--- src/rtl/sn76489_pkg.sv ---
// Shared types and constants for the SN76489 tone and noise channels.
package sn76489_pkg;

  typedef logic [9:0] freq_t;
  typedef logic [3:0] att_t;

  typedef enum logic {
    REG_FREQ = 1'b0,
    REG_ATT  = 1'b1
  } reg_type_e;

  // 2 dB attenuation steps; index 15 is silence.
  localparam logic [15:0][7:0] ATT_TABLE = {
    8'd0,   8'd10,  8'd13,  8'd16,  8'd20,  8'd26,  8'd32,  8'd40,
    8'd51,  8'd64,  8'd81,  8'd102, 8'd128, 8'd161, 8'd203, 8'd255
  };

endpackage

--- src/rtl/sn76489_attenuator.sv ---
// Registered amplitude: full table level while the tone bit is high, else 0.
// One cycle latency from tone/att to ampl_o; shared by tone and noise channels.
module sn76489_attenuator
  import sn76489_pkg::*;
(
  input  logic       clock_i,
  input  logic       res_i,
  input  logic       tone,
  input  logic [3:0] att,
  output logic [7:0] ampl_o
);

  logic [7:0] ampl_q, ampl_d;

  always_comb begin
    ampl_d = 8'd0;
    if (tone) ampl_d = ATT_TABLE[att];
  end

  always_ff @(posedge clock_i or posedge res_i) begin
    if (res_i) ampl_q <= 8'd0;
    else       ampl_q <= ampl_d;
  end

  assign ampl_o = ampl_q;

endmodule

--- src/rtl/sn76489_tone.sv ---
// SN76489 square-wave tone channel: write decode, 10-bit half-period counter, attenuated output.
// SN76489_TONE_DC_EN: freq 0/1 holds the tone bit high (DC output) while the counter keeps running.
module sn76489_tone
  import sn76489_pkg::*;
#(
  parameter int chan_g = 0
) (
  input  logic       clock_i,
  input  logic       res_i,
  input  logic       clk_en_i,
  input  logic       we_i,
  input  logic [7:0] d_i,
  output logic       tone_o,
  output logic [7:0] ampl_o
);

  localparam logic [1:0] CHAN = 2'(chan_g);

  freq_t     freq_q, freq_d;
  att_t      att_q, att_d;
  freq_t     cnt_q, cnt_d;
  logic      tone_q, tone_d;
  logic      sel_q, sel_d;
  reg_type_e type_q, type_d;

  always_comb begin
    freq_d = freq_q;
    att_d  = att_q;
    cnt_d  = cnt_q;
    tone_d = tone_q;
    sel_d  = sel_q;
    type_d = type_q;

    if (we_i) begin
      if (d_i[7]) begin
        // Latch bytes for other channels still deselect us.
        sel_d  = (d_i[6:5] == CHAN);
        type_d = reg_type_e'(d_i[4]);
        if (d_i[6:5] == CHAN) begin
          if (d_i[4] == REG_FREQ) freq_d[3:0] = d_i[3:0];
          else                    att_d       = d_i[3:0];
        end
      end else if (sel_q) begin
        if (type_q == REG_FREQ) freq_d[9:4] = d_i[5:0];
        else                    att_d       = d_i[3:0];
      end
    end

    // Reload uses the pre-write period; freq 0 wraps to a 1024-tick half-period.
    if (clk_en_i) begin
      if (cnt_q == 10'd0) begin
        cnt_d  = freq_q - 10'd1;
        tone_d = ~tone_q;
      end else begin
        cnt_d  = cnt_q - 10'd1;
      end
    end

`ifdef SN76489_TONE_DC_EN
    if (freq_q <= 10'd1) tone_d = 1'b1;
`endif
  end

  always_ff @(posedge clock_i or posedge res_i) begin
    if (res_i) begin
      freq_q <= '0;
      att_q  <= 4'hF;
      cnt_q  <= '0;
      tone_q <= 1'b0;
      sel_q  <= 1'b0;
      type_q <= REG_FREQ;
    end else begin
      freq_q <= freq_d;
      att_q  <= att_d;
      cnt_q  <= cnt_d;
      tone_q <= tone_d;
      sel_q  <= sel_d;
      type_q <= type_d;
    end
  end

  sn76489_attenuator u_att (
    .clock_i (clock_i),
    .res_i   (res_i),
    .tone    (tone_q),
    .att     (att_q),
    .ampl_o  (ampl_o)
  );

  assign tone_o = tone_q;

endmodule

--- config.mk ---
export PLATFORM = sky130hd
export DESIGN_NAME = sn76489_tone
export DESIGN_NICKNAME = d
export VERILOG_FILES = /design/src/rtl/sn76489_pkg.sv /design/src/rtl/sn76489_attenuator.sv /design/src/rtl/sn76489_tone.sv
export SDC_FILE = /design/constraint.sdc
export NUM_CORES = 1
export LEC_CHECK = 0
export BUFFER_PORTS_ARGS = -buffer_cell sky130_fd_sc_hd__buf_2
export CELL_PAD_IN_SITES_DETAIL_PLACEMENT = 0
export CELL_PAD_IN_SITES_GLOBAL_PLACEMENT = 1
export CORE_UTILIZATION = 41
export CTS_BUF_LIST = sky130_fd_sc_hd__clkbuf_16
export DETAILED_ROUTE_END_ITERATION = 10
export PLACE_DENSITY_LB_ADDON = 0.12
export SLEW_MARGIN = 30
export SYNTH_ARGS = -nofsm -noshare
export SYNTH_HDL_FRONTEND = slang
export SYNTH_SLANG_ARGS = --single-unit
--- constraint.sdc ---
create_clock -name clock_i -period 2.9 [get_ports clock_i]
set_clock_uncertainty 0.05 [all_clocks]
set_input_delay 0.58 -clock clock_i [delete_from_list [all_inputs] [get_ports clock_i]]
set_output_delay 0.58 -clock clock_i [all_outputs]
set_load 0.05 [all_outputs]
==> impl_metrics.yaml, run 1 <==
run_status:
  status: "completed"
power_and_ir_drop:
  intPower_mw: 1.35
  p_switching_uw: 951
  irDropWorstVdd_mv: 0.545
  p_leak_nw: 0.994
  power_frac_clock: 0.217
  powerDensity_mw_per_mm2: 1040
  p_sw_frac: 0.414
  fin_total_pwr_mw: 2.30
  seq_power_share: 0.397
  power_frac_comb: 0.386
synth:
  syn_area_mm2: 0.00192
  synth.distinct_cells: 44
  yosysTopAreaCell: "dfrtp_1"
  synth_nets: 202
  yosysWarnings: 0
  synthArstFlopShare: 1.00
  synth_edf_count: 0
  synth_commonest_cells: "dfrtp_1, mux2_2, nor2_1"
  synthCells: 183
  yosysMostFrequentCell: "dfrtp_1"
  synth_top_area_share: 0.404
  synthTopCellsByArea: "dfrtp_1, mux2_2, dfstp_2"
  synth-seq-area-share: 0.459
  syn_area_per_cell_um2: 10.5
  ys.flop_type: "dfrtp_1"
  ys_seq_elements: 35
grt:
  overflow: 0
  grt_util_met2: 0.290
  antenna_found_initial: 0
  use_met1: 0.250
  grt_util_met3: 0.0433
  grt.busiest_layer: "met2"
  grt_max_degree: 36
  grt_use_total: 0.185
  grt_pass1_vias: 1458
  grt_pass1_wl_um: 7160
worst_setup_path:
  crit_path_start: "cnt_q[6]"
  rrSetupSlack_ns: 0.46
  r2r_start: "cnt_q[6]"
  critical_path_class: "reg2reg"
  rr_worst_depth: 9
  cp-end-kind: "flip-flop"
  cp.arrival_ns: 2.56
  start_kind: "flip-flop"
  critPathMaxFanout: 8
  reg2reg_to: "cnt_q[6]"
  crit_required_ns: 3.02
cts:
  clock_path_buffers: 2
  clock-sinks: 35
  cts_tree: "yes"
  cts-root-buf: "clkbuf_16"
  cts_resized: 0
  clock_latency_ns: 0.28
  postCtsHoldBufs: 0
  cts_made_buffers: 5
  htreeDepth: 2
  post_cts_buffers: 0
  cts.clk_slew.worst_paths_ns: 0.06
floorplanning:
  pin_count: 21
  die_w_um: 70.4
  core_area_mm2: 0.00441
  fp.dieH_um: 70.4
  initial_core_util: 0.435
  die_area_mm2: 0.00496
  rows: 24
route:
  vias_per_cell: 5.76
  remaining_drc_errors: 0
  drt_first_pass_iters: 4
  wl_um: 4120
  wire_per_inst_um: 16.0
  vias: 1486
  first_iter_violations: 76
  drtAntennaViolNets: 0
place:
  port_buffers: 20
  gp_congestion: 0.839
  hpwlAfterDp_um: 2880
sta:
  hold_viol_final: 0
  rsz0062_at_grt: "no"
  fmax_mhz: 410
  slew_headroom: 0.444
  tightest_slew_ns: 0.826
  maxSlewViolCount: 0
  finalSetupViolCount: 0
  period_minus_slack_ns: 2.44
  fin_setup_tns_ns: 0
  finalCritPeriodShare: 0.842
layout:
  final.fill_count: 399
  drive_gt1_frac: 0.277
  diodes: 0
  multi_input_area_um2: 975
  syn_to_final_growth_pct: 15.1
  nets: 224
  regArea_um2: 881
job:
  cap_violations: 0
worst_hold_path:
  hold_class: "in2async"
cell type report:
type,instances,share of cell area
Multi-Input combinational cell,133,0.441
Sequential cell,35,0.398
Timing Repair Buffer,24,0.0589
Clock buffer,5,0.0566
Tap cell,52,0.0294
Inverter,6,0.0102
Clock inverter,3,0.00566
state kept, by name (all words and copies together) (netlist names):
name          flops
cnt_q            10
freq_q           10
u_att.ampl_o      8
att_q             4
sel_q             1
tone_o            1
type_q            1
metal layers:
layer	vias up	part of all wire
met3	9	0.035
met1	726	0.47
met5	-	0
li1	719	-
met2	32	0.48
met4	0	0.017
worst max-delay path: stages (launching register included):
cell and delay (ns):
dfrtp_1 0.45, nor4_4 0.49, and3_1 0.29, a21oi_1 0.10, ha_1 0.21, nor2b_1 0.16, and2_1 0.20, nand2_1 0.06
a21oi_1 0.06, a221oi_1 0.27
power by group through the flow:
stage	Clock (mW)	Combinational (mW)	Sequential (mW)
global route	0.538	0.989	0.945
global placement	0	0.871	0.911
finish	0.499	0.887	0.911
detailed placement	0	0.884	0.916
CTS	0.508	0.888	0.910
floorplan	0	0.584	0.992
cells by family after synthesis:
group / Yosys count / share of synthesized area
AND/OR/NAND/NOR: 57 / 0.166
AO/OA/AOI/OAI: 49 / 0.183
flip-flops: 35 / 0.459
multiplexers: 17 / 0.0990
buffers and inverters: 15 / 0.0339
adder cells (fa/ha/maj): 7 / 0.0456
XOR/XNOR: 3 / 0.0137
how the worst max path moves through the flow:
stage	endpoint	slack, ns
floorplan	cnt_q[6]	0.44
global placement	cnt_q[6]	0.55
detailed placement	cnt_q[6]	0.47
CTS	cnt_q[6]	0.48
global route	cnt_q[6]	0.30
finish	cnt_q[6]	0.46
per-stage QoR:
step                instances  hold slack (ns)  setup WS (ns)   util  area, µm²
finish                    258            0.348          0.459  0.501       2210
global route              258            0.418          0.301  0.501       2210
CTS                       258            0.370          0.480  0.501       2210
detailed placement        250            0.448          0.468  0.470       2070
global placement          250            0.432          0.546  0.470       2070
floorplan                 183            0.412          0.443      -       1920
cells in the final DEF, fill, tap and decap left out, drive strengths merged, types with 2 or more instances in the layout:
cell type	count
a31oi	4
a21oi	12
dfstp	4
nor4	4
o211a	2
inv	7
xnor2	3
clkbuf	5
nor2	13
nand2	11
o21ai	10
ha	7
mux2	16
or3	4
a221oi	2
a211oi	7
dfrtp	31
nor2b	5
nand2b	3
clkinv	2
o2111a	2
nor3	7
buf	24
and3	3
Power figures use the tool's default switching activity.
==> inputs of run 2 (changes only) <==
==> constraint.sdc (replaced) <==
create_clock -name clock_i -period 2.35 [get_ports clock_i]
set_clock_uncertainty 0.05 [all_clocks]
set_input_delay 0.47 -clock clock_i [delete_from_list [all_inputs] [get_ports clock_i]]
set_output_delay 0.47 -clock clock_i [all_outputs]
set_load 0.05 [all_outputs]
==> run 2 against run 1 <==
Effect of this change:
- critical path type unchanged
- flip-flop and latch count is the same
- critical path depth unchanged
- largest power group is now combinational cells
- cell area grew 3.3%
- critical endpoint unchanged
- via count is 2.9% higher
==> impl_metrics.yaml, run 2 (synthesized netlist as in run 1, its figures left out) <==
run_status:
  status: "completed"
sta:
  finalCritPeriodShare: 0.940
  tightest_slew_ns: 0.458
  period_minus_slack_ns: 2.21
  rsz0062_at_grt: "no"
  finalSetupViolCount: 0
  fin_hold_ws_ns: 0.230
  maxSlewViolCount: 0
  fmax_mhz: 453
  hold_viol_final: 0
  slew_headroom: 0.691
  fin_setup_tns_ns: 0
place:
  hpwlAfterDp_um: 3060
  port_buffers: 20
  gp_congestion: 0.864
power_and_ir_drop:
  p_leak_nw: 1.03
  irDropWorstVdd_mv: 0.526
  powerDensity_mw_per_mm2: 1300
worst_setup_path:
  cp_common_cell: "a21oi_1"
  crit_family: "simple AND/OR/NAND/NOR gates"
  crit_slowest_cell: "dfrtp_2"
  cp-end-kind: "flip-flop"
  start_kind: "flip-flop"
  crit_chain: "nor4_4 -> and3_4 -> a21oi_1 -> ha_1 -> nor2b_1 -> and2_1 -> nand2_1 -> a21oi_1 -> a221oi_1"
  path_depth: 9
  path_buf_inv: 0
  critPathMaxFanout: 5
  cp.arrival_ns: 2.33
  crit_required_ns: 2.47
  rrSetupSlack_ns: 0.14
  slowest_delay_ns: 0.44
  critical_path_class: "reg2reg"
  rr_worst_depth: 9
route:
  wire_per_inst_um: 15.7
  first_iter_violations: 108
  vias_per_cell: 5.77
  drtAntennaViolNets: 0
  drt_first_pass_iters: 4
  vias: 1529
  remaining_drc_errors: 0
  wl_um: 4150
grt:
  grt_pass1_wl_um: 7040
  grt_max_degree: 36
  grt_pass1_vias: 1482
  grt_use_total: 0.183
  overflow: 0
  antenna_found_initial: 0
cts:
  post_cts_buffers: 0
  cts_made_buffers: 5
  cts_resized: 0
  htreeDepth: 2
  postCtsHoldBufs: 0
  cts-root-buf: "clkbuf_16"
  clock-sinks: 35
  cts_tree: "yes"
  cts.clk_slew.worst_paths_ns: 0.06
  clock_path_buffers: 2
  clock_latency_ns: 0.28
floorplanning:
  rows: 24
  pin_count: 21
  die_area_mm2: 0.00496
  core_area_mm2: 0.00441
  initial_core_util: 0.435
  fp.dieH_um: 70.4
  die_w_um: 70.4
layout:
  final_common_cell: "dfrtp_1"
  final.fill_count: 387
  diodes: 0
  mostFrequentLayoutCells: "dfrtp_1, buf_2, mux2_2"
  syn_to_final_growth_pct: 18.9
  nets: 231
  drive_gt1_frac: 0.310
job:
  cap_violations: 0
worst_hold_path:
  hold_class: "in2async"
-- run 2: power breakdown --
| part | switching [mW] | leakage, nW | internal, mW |
|---|---|---|---|
| clock network | 0.236 | 0.0701 | 0.381 |
| registers | 0.249 | 0.435 | 0.842 |
| logic | 0.741 | 0.520 | 0.508 |
-- run 2: metal layers --
layer,track usage,vias to the layer above,wire (µm)
met4,0.0644,0,58
met2,0.290,39,1950
met5,0,-,0
li1,-,733,-
met3,0.0317,6,153
met1,0.250,751,1990
-- run 2: metrics by stage --
stage                     total power, mW  instances  worst slack [ns]  area (µm²)   util
after CTS                            2.95        265             0.111        2270  0.515
after global placement               2.30        257             0.247        2140  0.484
after floorplan                      1.96        183            0.0301        1930      -
final                                2.96        265             0.141        2280  0.517
after detailed placement             2.32        257             0.144        2140  0.484
after global routing                 3.15        265            0.0150        2280  0.517
-- run 2: area by class of cell --
| type | count | area (µm²) | share of cell area |
|---|---|---|---|
| multi-input cells | 133 | 995 | 0.436 |
| flip-flops and latches | 35 | 882 | 0.386 |
| repair buffers | 31 | 183 | 0.0800 |
| clock buffers | 5 | 125 | 0.0548 |
| well taps | 52 | 65.1 | 0.0285 |
| inverters | 6 | 22.5 | 0.00986 |
| clock inverters | 3 | 11.3 | 0.00493 |
-- run 2: final timing paths --
path,startpoint,to
min,res_i,cnt_q[4]
max reg2reg,cnt_q[2],cnt_q[6]
max in group asynchronous,res_i,att_q[1]
min reg2reg,sel_q,sel_q
min in group clock_i,d_i[6],sel_q
max,cnt_q[2],cnt_q[6]
-- run 2: worst register-to-register path: stages, from the launching register on --
cell	delay, ns
dfrtp_2	0.44
nor4_4	0.30
and3_4	0.24
a21oi_1	0.08
ha_1	0.23
nor2b_1	0.17
and2_1	0.20
nand2_1	0.07
a21oi_1	0.06
a221oi_1	0.27
==> inputs of run 3 (changes only) <==
==> constraint.sdc (replaced) <==
create_clock -name clock_i -period 2.55 [get_ports clock_i]
set_clock_uncertainty 0.05 [all_clocks]
set_input_delay 0.51 -clock clock_i [delete_from_list [all_inputs] [get_ports clock_i]]
set_output_delay 0.51 -clock clock_i [all_outputs]
set_load 0.05 [all_outputs]
==> run 3 against run 2 <==
Effect of this change:
- worst setup slack gained 0.077 ns
- sequential power shrank 6%
- register-to-register slack gained 0.08 ns
- critical path type unchanged
- die area is the same
- flip-flop and latch count is the same
- routed wire length grew 0.79%
- largest cell class unchanged
- maximum frequency shrank 5.3%
- hold slack gained 0.036 ns
==> impl_metrics.yaml, run 3 (synthesized netlist as in run 1, its figures left out) <==
worst_setup_path:
  r2r_start: "cnt_q[2]"
  crit_slowest_cell: "dfrtp_1"
  critical_path_class: "reg2reg"
  crit_chain: "nor4_1 -> and3_1 -> a21oi_1 -> ha_1 -> nor2b_1 -> and2_1 -> nand2_1 -> a21oi_1 -> a221oi_1"
  cp_common_cell: "a21oi_1"
  slowest_delay_ns: 0.41
  start_kind: "flip-flop"
  rr_worst_depth: 9
  crit_required_ns: 2.68
  critPathMaxFanout: 5
  cp-end-kind: "flip-flop"
  rrSetupSlack_ns: 0.22
  cp.arrival_ns: 2.46
  reg2reg_to: "cnt_q[6]"
grt:
  grt_pass1_vias: 1498
  grt_max_degree: 36
  grt_pass1_wl_um: 7290
  grt_use_total: 0.190
  antenna_found_initial: 0
  overflow: 0
place:
  port_buffers: 20
  hpwlAfterDp_um: 2980
  dp_slack_ns: 0.225
  gp_congestion: 0.892
floorplanning:
  die_area_mm2: 0.00496
  pin_count: 21
  fp.dieH_um: 70.4
  initial_core_util: 0.435
  core_area_mm2: 0.00441
  rows: 24
  die_w_um: 70.4
sta:
  slew_headroom: 0.695
  hold_viol_final: 0
  rsz0062_at_grt: "no"
  timing.final.ws_setup_ns: 0.218
  fin_setup_tns_ns: 0
  finalSetupViolCount: 0
  fmax_mhz: 429
  finalCritPeriodShare: 0.914
  maxSlewViolCount: 0
  period_minus_slack_ns: 2.33
  tightest_slew_ns: 0.452
power_and_ir_drop:
  irDropWorstVdd_mv: 0.486
  p_leak_nw: 1.01
  powerDensity_mw_per_mm2: 1190
cts:
  cts_resized: 0
  cts-root-buf: "clkbuf_16"
  post_cts_buffers: 0
  cts_made_buffers: 5
  cts.clk_slew.worst_paths_ns: 0.06
  cts_tree: "yes"
  postCtsHoldBufs: 0
  clock_path_buffers: 2
  htreeDepth: 2
  clock-sinks: 35
  clock_latency_ns: 0.28
route:
  vias_per_cell: 5.68
  remaining_drc_errors: 0
  first_iter_violations: 86
  wire_per_inst_um: 16.0
  drt_first_pass_iters: 4
  vias: 1489
  drtAntennaViolNets: 0
  wl_um: 4180
layout:
  final_util: 0.509
  final_common_cell: "dfrtp_1"
  mostFrequentLayoutCells: "dfrtp_1, buf_2, mux2_2"
  nets: 228
  drive_gt1_frac: 0.300
  diodes: 0
  syn_to_final_growth_pct: 17.1
worst_hold_path:
  hold_class: "in2async"
job:
  cap_violations: 0
run_status:
  status: "completed"
run 3: changes by cell type in the layout (fill, tap and decap cells not counted), sizes merged:
cell      change
inv           -1
clkinv        -1
clkinvlp      +2
buf           -3
run 3: worst max-delay path by stage:
stage	endpoint	start	slack, ns	cells after the start
final	cnt_q[6]	cnt_q[2]	0.22	9
after global routing	cnt_q[6]	cnt_q[2]	0.03	9
after CTS	cnt_q[6]	cnt_q[2]	0.22	9
after detailed placement	cnt_q[6]	cnt_q[2]	0.23	9
after global placement	cnt_q[6]	cnt_q[2]	0.38	9
after floorplan	cnt_q[6]	cnt_q[3]	0.09	10
run 3: routing by layer:
layer / wire length (µm) / GRT usage / vias to the layer above
met5: 0 / 0 / -
met4: 64 / 0.0644 / 0
met3: 173 / 0.0491 / 8
met2: 1970 / 0.308 / 31
met1: 1980 / 0.245 / 710
li1: - / - / 740
run 3: power by group:
part | internal [mW] | leakage (nW) | switching (mW)
sequential | 0.774 | 0.436 | 0.243
clock | 0.360 | 0.0658 | 0.248
combinational | 0.432 | 0.506 | 0.628
total | 1.57 | 1.01 | 1.12
run 3: cell type report:
type / count / area (µm²)
Inverter: 6 / 22.5
Clock buffer: 5 / 125
Tap cell: 52 / 65.1
Sequential cell: 35 / 881
Timing Repair Buffer: 28 / 160
Fill cell: 420 / 2170
Multi-Input combinational cell: 133 / 975
Clock inverter: 3 / 20.0
run 3: through the flow:
| step | cell area [µm²] | hold slack, ns | power, mW | instances |
|---|---|---|---|---|
| finish | 2250 | 0.267 | 2.68 | 262 |
| global route | 2250 | 0.343 | 2.86 | 262 |
| CTS | 2250 | 0.291 | 2.70 | 262 |
| detailed placement | 2100 | 0.444 | 2.09 | 254 |
| global placement | 2100 | 0.435 | 2.07 | 254 |
| floorplan | 1920 | 0.412 | 1.79 | 183 |
run 3: critical path: cells and delay by family (launching register included):
kind                       cells  cell delay, ns
and+or+nand+nor                5            1.10
adders and majority gates      1            0.22
DFF                            1            0.41
AOI/OAI and AO/OA              3            0.44
